## src/rtl/sensor_spi_master.sv

```systemverilog
// sensor_spi_master: serialises the 256-bit register image to the image sensor
// as 16-bit mode-0 SPI frames (R/W bit, 7-bit address, data byte) and returns
// each byte read from the sensor through a one-cycle FIFO write strobe.
module sensor_spi_master #(
  parameter int         NUM_REGS  = 32,
  parameter int         CLK_DIV   = 4,
  parameter int         CS_GAP    = 4,
  parameter logic [6:0] ADDR_BASE = 7'h00
) (
  input  logic         spi_clk,
  input  logic         rst_spi,
  input  logic         cmd_wr_sensor_spi,
  input  logic         cmd_rd_sensor_spi,
  input  logic [255:0] spi_register,
  output logic         sensor_spi_cs_n,
  output logic         sensor_spi_sclk,
  output logic         sensor_spi_mosi,
  input  logic         sensor_spi_miso,
  output logic         fifo_sensor_wen,
  output logic [7:0]   fifo_sensor_din,
  output logic         busy,
  output logic         done
);

  localparam int               CNT_MAX  = (CLK_DIV > CS_GAP) ? CLK_DIV : CS_GAP;
  localparam int               CNT_W    = $clog2(CNT_MAX) + 1;
  localparam logic [CNT_W-1:0] DIV_LAST = CNT_W'(CLK_DIV - 1);
  localparam logic [CNT_W-1:0] GAP_LAST = CNT_W'(CS_GAP - 1);
  localparam logic [4:0]       LAST_IDX = 5'(NUM_REGS - 1);

  typedef enum logic [2:0] {
    IDLE,
    SETUP,
    SHIFT,
    HOLD,
    GAP,
    DONE
  } state_t;

  state_t             state;
  logic [2:0]         wr_sync;
  logic [2:0]         rd_sync;
  logic               wr_trig;
  logic               rd_trig;
  logic [255:0]       shadow;
  logic [4:0]         idx;
  logic [4:0]         next_idx;
  logic [7:0]         next_byte;
  logic               is_write;
  logic [CNT_W-1:0]   cnt;
  logic [3:0]         bit_cnt;
  logic [14:0]        tx_shift;
  logic [7:0]         rx_shift;
  logic [15:0]        start_frame;
  logic [15:0]        next_frame;

  // Frame layout: R/W flag, wrapped 7-bit address, data byte (zero for reads)
  function automatic logic [15:0] make_frame(input logic wr, input logic [4:0] index,
                                             input logic [7:0] data);
    logic [6:0] addr;
    addr = ADDR_BASE + {2'b00, index};
    return {wr, addr, (wr ? data : 8'h00)};
  endfunction

  // Command synchronisers; flops reset to 1 so a level held through reset cannot fire
  always_ff @(posedge spi_clk) begin
    if (rst_spi) begin
      wr_sync <= 3'b111;
      rd_sync <= 3'b111;
    end else begin
      wr_sync <= {wr_sync[1:0], cmd_wr_sensor_spi};
      rd_sync <= {rd_sync[1:0], cmd_rd_sensor_spi};
    end
  end

  assign wr_trig = wr_sync[1] & ~wr_sync[2];
  assign rd_trig = rd_sync[1] & ~rd_sync[2];

  assign next_idx    = idx + 5'd1;
  assign next_byte   = shadow[{next_idx, 3'b000} +: 8];
  assign start_frame = make_frame(wr_trig, 5'd0, spi_register[7:0]);
  assign next_frame  = make_frame(is_write, next_idx, next_byte);

  // Command sequencer and SPI shifter; every output is driven from this register set
  always_ff @(posedge spi_clk) begin
    if (rst_spi) begin
      state           <= IDLE;
      sensor_spi_cs_n <= 1'b1;
      sensor_spi_sclk <= 1'b0;
      sensor_spi_mosi <= 1'b0;
      fifo_sensor_wen <= 1'b0;
      fifo_sensor_din <= 8'h00;
      busy            <= 1'b0;
      done            <= 1'b0;
      shadow          <= '0;
      idx             <= '0;
      is_write        <= 1'b0;
      cnt             <= '0;
      bit_cnt         <= '0;
      tx_shift        <= '0;
      rx_shift        <= '0;
    end else begin
      fifo_sensor_wen <= 1'b0;
      done            <= 1'b0;
      case (state)
        IDLE, DONE: begin
          if (wr_trig || rd_trig) begin
            state           <= SETUP;
            shadow          <= spi_register;
            idx             <= '0;
            is_write        <= wr_trig;
            busy            <= 1'b1;
            sensor_spi_cs_n <= 1'b0;
            sensor_spi_sclk <= 1'b0;
            sensor_spi_mosi <= start_frame[15];
            tx_shift        <= start_frame[14:0];
            cnt             <= '0;
          end else begin
            state <= IDLE;
          end
        end
        SETUP: begin
          if (cnt == DIV_LAST) begin
            cnt             <= '0;
            state           <= SHIFT;
            sensor_spi_sclk <= 1'b1;
            rx_shift        <= {rx_shift[6:0], sensor_spi_miso};
            bit_cnt         <= 4'd15;
          end else begin
            cnt <= cnt + 1'b1;
          end
        end
        SHIFT: begin
          if (cnt == DIV_LAST) begin
            cnt <= '0;
            if (sensor_spi_sclk) begin
              sensor_spi_sclk <= 1'b0;
              if (bit_cnt == 4'd0) begin
                state <= HOLD;
                if (!is_write) begin
                  fifo_sensor_wen <= 1'b1;
                  fifo_sensor_din <= rx_shift;
                end
              end else begin
                bit_cnt         <= bit_cnt - 1'b1;
                sensor_spi_mosi <= tx_shift[14];
                tx_shift        <= {tx_shift[13:0], 1'b0};
              end
            end else begin
              sensor_spi_sclk <= 1'b1;
              rx_shift        <= {rx_shift[6:0], sensor_spi_miso};
            end
          end else begin
            cnt <= cnt + 1'b1;
          end
        end
        HOLD: begin
          if (cnt == DIV_LAST) begin
            cnt             <= '0;
            state           <= GAP;
            sensor_spi_cs_n <= 1'b1;
            sensor_spi_mosi <= 1'b0;
          end else begin
            cnt <= cnt + 1'b1;
          end
        end
        GAP: begin
          if (cnt == GAP_LAST) begin
            cnt <= '0;
            if (idx != LAST_IDX) begin
              idx             <= next_idx;
              state           <= SETUP;
              sensor_spi_cs_n <= 1'b0;
              sensor_spi_mosi <= next_frame[15];
              tx_shift        <= next_frame[14:0];
            end else begin
              state <= DONE;
              done  <= 1'b1;
              busy  <= 1'b0;
            end
          end else begin
            cnt <= cnt + 1'b1;
          end
        end
        default: state <= IDLE;
      endcase
    end
  end

endmodule

```

## config.mk

```make
export PLATFORM = sky130hd
export DESIGN_NAME = sensor_spi_master
export DESIGN_NICKNAME = d
export VERILOG_FILES = /design/src/rtl/sensor_spi_master.sv
export SDC_FILE = /design/constraint.sdc
export NUM_CORES = 1
export LEC_CHECK = 0
export CAP_MARGIN = 40
export CORE_ASPECT_RATIO = 0.6
export CORE_MARGIN = 5
export CORE_UTILIZATION = 35
export CTS_CLUSTER_DIAMETER = 150
export CTS_CLUSTER_SIZE = 25
export DETAILED_ROUTE_END_ITERATION = 7
export MAX_ROUTING_LAYER = met4
export PLACE_DENSITY = 0.65
export SYNTH_ARGS = -nofsm -noshare
export SYNTH_HDL_FRONTEND = slang
export SYNTH_SLANG_ARGS = --single-unit
```

## constraint.sdc

```tcl
create_clock -name spi_clk -period 2.15 [get_ports spi_clk]
set_input_delay 0.5375 -clock spi_clk [delete_from_list [all_inputs] [get_ports spi_clk]]
set_output_delay 0.5375 -clock spi_clk [all_outputs]
set_load 0.05 [all_outputs]
```

==> run_results.csv <==
group,metric,value,unit
run_status,status,"finished with violations",
run_status,violations,"negative setup slack",
finish,drive_gt1_share,13.8,%
worst_setup_path,reg2reg_depth,8,
grt,antenna_found_initial,3,
grt,grt_max_degree,99,
timing,period_share,103,%
placed_design,dp_slack,-0.140,ns
timing,drv_slew,0,
finish,final_cell_area,18400,um2
timing,rsz0062_at_grt,"yes",
synthesis,ys_ff_latch,315,
finish,nNetsFinal,2147,
worst_hold_path,hold_class,"in2reg",
grt,grt_pass1_wl,69000,um
synthesis,syn_inst,1605,
worst_setup_path,crit_chain,"ha_4 > buf_4 > buf_12 > mux4_2 > mux2_4 > nand2_4 > a41o_1 > a211oi_2",
routing,initialDrtViolationCount,948,
clocking,clkSlewWorstSetupHoldPaths,0.11,ns
power_and_ir_drop,cell_internal_pwr,8.26,mW
worst_setup_path,timing.rr.end,"tx_shift[0]",
synthesis,yosysSeqAreaShare,45.9,%
worst_setup_path,worstPathRequired,2.56,ns
routing,drt-total-wl,45500,um
floorplan,core_area,39000,um2
clocking,cts-root-buf,"clkbuf_16",
power_and_ir_drop,leakage,6.34,nW
routing,vias_per_cell,5.13,
floorplan,dieHeight,164,um
floorplan,rows,56,
synthesis,synth_cell_type_count,68,
grt,overflow,0,
worst_setup_path,crit_path_max_fanout,6,
worst_setup_path,endpoint_kind,"flip-flop",
worst_setup_path,crit_family,"multiplexers",
floorplan,io_pins,275,
placed_design,post_dp_cell_area,17500,um2
timing,slew-limit-headroom,52.1,%
finish,most-common-layout-cells,"nand2_1, dfxtp_1, a21oi_1",
synthesis,synth.avg_cell_area,8.57,um2
power_and_ir_drop,pwr-share-comb,13.0,%
clocking,cts_made_buffers,16,
power_and_ir_drop,switching_share,24.5,%
worst_setup_path,cpPeakStageDelay,0.48,ns
placed_design,numPortBuffers,274,
timing,worst_pin_slew,0.718,ns
routing,antenna_left,0,
clocking,cts_htree_levels,1,
timing,hold_viol_final,0,
power_and_ir_drop,power_density,594,nW/um2
worst_setup_path,r2r_start,"idx[0]",
worst_setup_path,rrSetupSlack,-0.06,ns
job,cap_violations,0,
synthesis,ys.warnings.count,0,
floorplan,die_area,43500,um2
grt,grt_pass1_vias,12200,
worst_setup_path,critPathKind,"reg2reg",
worst_hold_path,hp-start,"rst_spi",
synthesis,syn-num-nets,1870,
finish,syn2layout_area_growth,34.1,%
worst_hold_path,holdPathEnd,"sensor_spi_mosi",
power_and_ir_drop,power_frac_seq,56.3,%
worst_setup_path,startpoint_type,"flip-flop",
synthesis,synth-edff-count,0,
timing,skew,0.0192,ns
power_and_ir_drop,switchingPower,2.68,mW
floorplan,die_w,266,um
worst_hold_path,whs_path_depth,2,
synthesis,async_flop_share,0,%
routing,wl_per_cell,18.9,um
timing,setup_ws,-0.0603,ns
routing,firstDrtPassIters,7,
synthesis,netlist.area_leader.share,45.9,%
routing,drc,0,
clocking,clkSinkCount,315,
synthesis,syn_area,13700,um2
worst_setup_path,crit_path_top_delay_cell,"mux4_2",
routing,dr_total_vias,12400,
finish,final_common_cell,"nand2_1",
worst_setup_path,cp_num_buf_inv,2,
floorplan,start_util,35.3,%
clocking,clockBufferDepth,3,
clocking,clkLatencyLatePin,0.52,ns
worst_setup_path,arrival,2.62,ns
clocking,cts_tree,"built",
synthesis,synth.area.top_cells,"dfxtp_1, nand2_1, a21oi_1",
synthesis,yosys.area.top_type,"dfxtp_1",
timing,finalCriticalPeriod,2.21,ns
placed_design,hpwl,33400,um
timing,finalSetupViolations,7,
power_and_ir_drop,p_clk_share,30.7,%
power_and_ir_drop,irDropWorstVdd,0.406,mV
timing,max_freq,452,MHz
placed_design,gp_congestion,0.905,
grt,grt_use_total,20.5,%
synthesis,synth-main-ff-cell,"dfxtp_1",
-- synth_stat cells, types with 4 or more instances --
cell and count:
o32ai_1 5, and3_1 5, o221ai_1 4, nor3_1 4
buf_2 62, a21oi_1 275, a22oi_1 10, clkbuf_8 4
nand2_1 564, o21ai_0 14, a221oi_1 6, clkbuf_1 53
ha_1 4, mux4_2 54, nor2b_1 7, a32o_1 5
dfxtp_1 315, nor2_1 58, buf_6 5, o211ai_1 8
mux2i_1 28, nand2b_1 10, inv_1 7, or2_2 6
a211oi_1 7, nand3_1 14, mux4_1 8, buf_4 4
-- stage by stage --
stage               util [%]  hold slack [ns]  power (mW)  TNS, ns  std cells
floorplan                  -            0.389        6.89        0       1605
global placement        44.9            0.407        7.67   -0.342       2363
detailed placement      44.9            0.397        7.70    -1.04       2363
CTS                     46.5            0.332        11.0  -0.0783       2392
global route            47.3            0.333        11.4   -0.556       2408
finish                  47.3            0.345        10.9   -0.241       2408
-- cell type report --
class | count | area (um2)
Fill cell | 3696 | 20500
Clock buffer | 18 | 429
Inverter | 7 | 26.3
Multi-Input combinational cell | 1151 | 6920
Sequential cell | 315 | 6310
Clock inverter | 1 | 11.3
Tap cell | 522 | 653
Timing Repair Buffer | 391 | 4070
Antenna cell | 3 | 7.51
-- worst reg2reg max path: stages, from the launching register on --
cell      delay, ns
dfxtp_4        0.37
ha_4           0.33
buf_4          0.15
buf_12         0.10
mux4_2         0.48
mux2_4         0.31
nand2_4        0.09
a41o_1         0.19
a211oi_2       0.06
-- power groups by stage --
| stage | registers (mW) | clock network, mW | logic [mW] |
|---|---|---|---|
| final | 6.16 | 3.36 | 1.42 |
| after global routing | 6.18 | 3.68 | 1.54 |
| after CTS | 6.16 | 3.44 | 1.42 |
| after detailed placement | 6.29 | 0 | 1.40 |
| after global placement | 6.28 | 0 | 1.39 |
| after floorplan | 6.27 | 0 | 0.619 |
-- kinds of logic (layout without fill, tap and decap cells) --
| group | count (synthesis) | in the layout | share of synthesized area, % |
|---|---|---|---|
| DFF | 315 | 315 | 45.9 |
| muxes | 93 | 93 | 12.7 |
| adders and majority gates | 4 | 4 | 0.364 |
| xor gates and xnor gates | 7 | 7 | 0.501 |
| buffers and inverters | 139 | 417 | 5.34 |
| other | 0 | 3 | 0 |
| AOI/OAI and AO/OA | 360 | 360 | 15.1 |
| and+or+nand+nor | 687 | 687 | 20.2 |
-- state kept, by name, summed over array words and instances (netlist names), 3 cells and up --
register,count
shadow,256
tx_shift,15
fifo_sensor_din,8
rx_shift,8
idx,5
bit_cnt,4
cnt,3
rd_sync,3
state,3
wr_sync,3
-- metal layers --
metal	share of wire [%]	global-route usage [%]	wire length, um
met5	0	-	0
met4	2.0	4.23	911
met3	7.3	4.20	3310
met2	44	31.1	20200
met1	46	28.5	21000
-- worst max-delay path by stage --
| stage | from | to | depth (start not counted) |
|---|---|---|---|
| 4_1_cts | idx[0] | tx_shift[1] | 9 |
| 5_1_grt | idx[0] | tx_shift[2] | 8 |
| 3_3_place_gp | idx[0] | tx_shift[1] | 8 |
| 3_5_place_dp | idx[0] | tx_shift[1] | 8 |
| 6_report | idx[0] | tx_shift[0] | 8 |
| 2_1_floorplan | idx[1] | tx_shift[3] | 6 |
-- what timing repair did --
item	in CTS	in global routing
buffers inserted	8	10
cloned	2	3
hold buffers	0	0
resized for setup	33	28
pin swaps	1	9
setup endpoints to repair	24	25
endpoints found under the hold margin	0	0
Note: power is estimated with default switching activity, not from simulation.
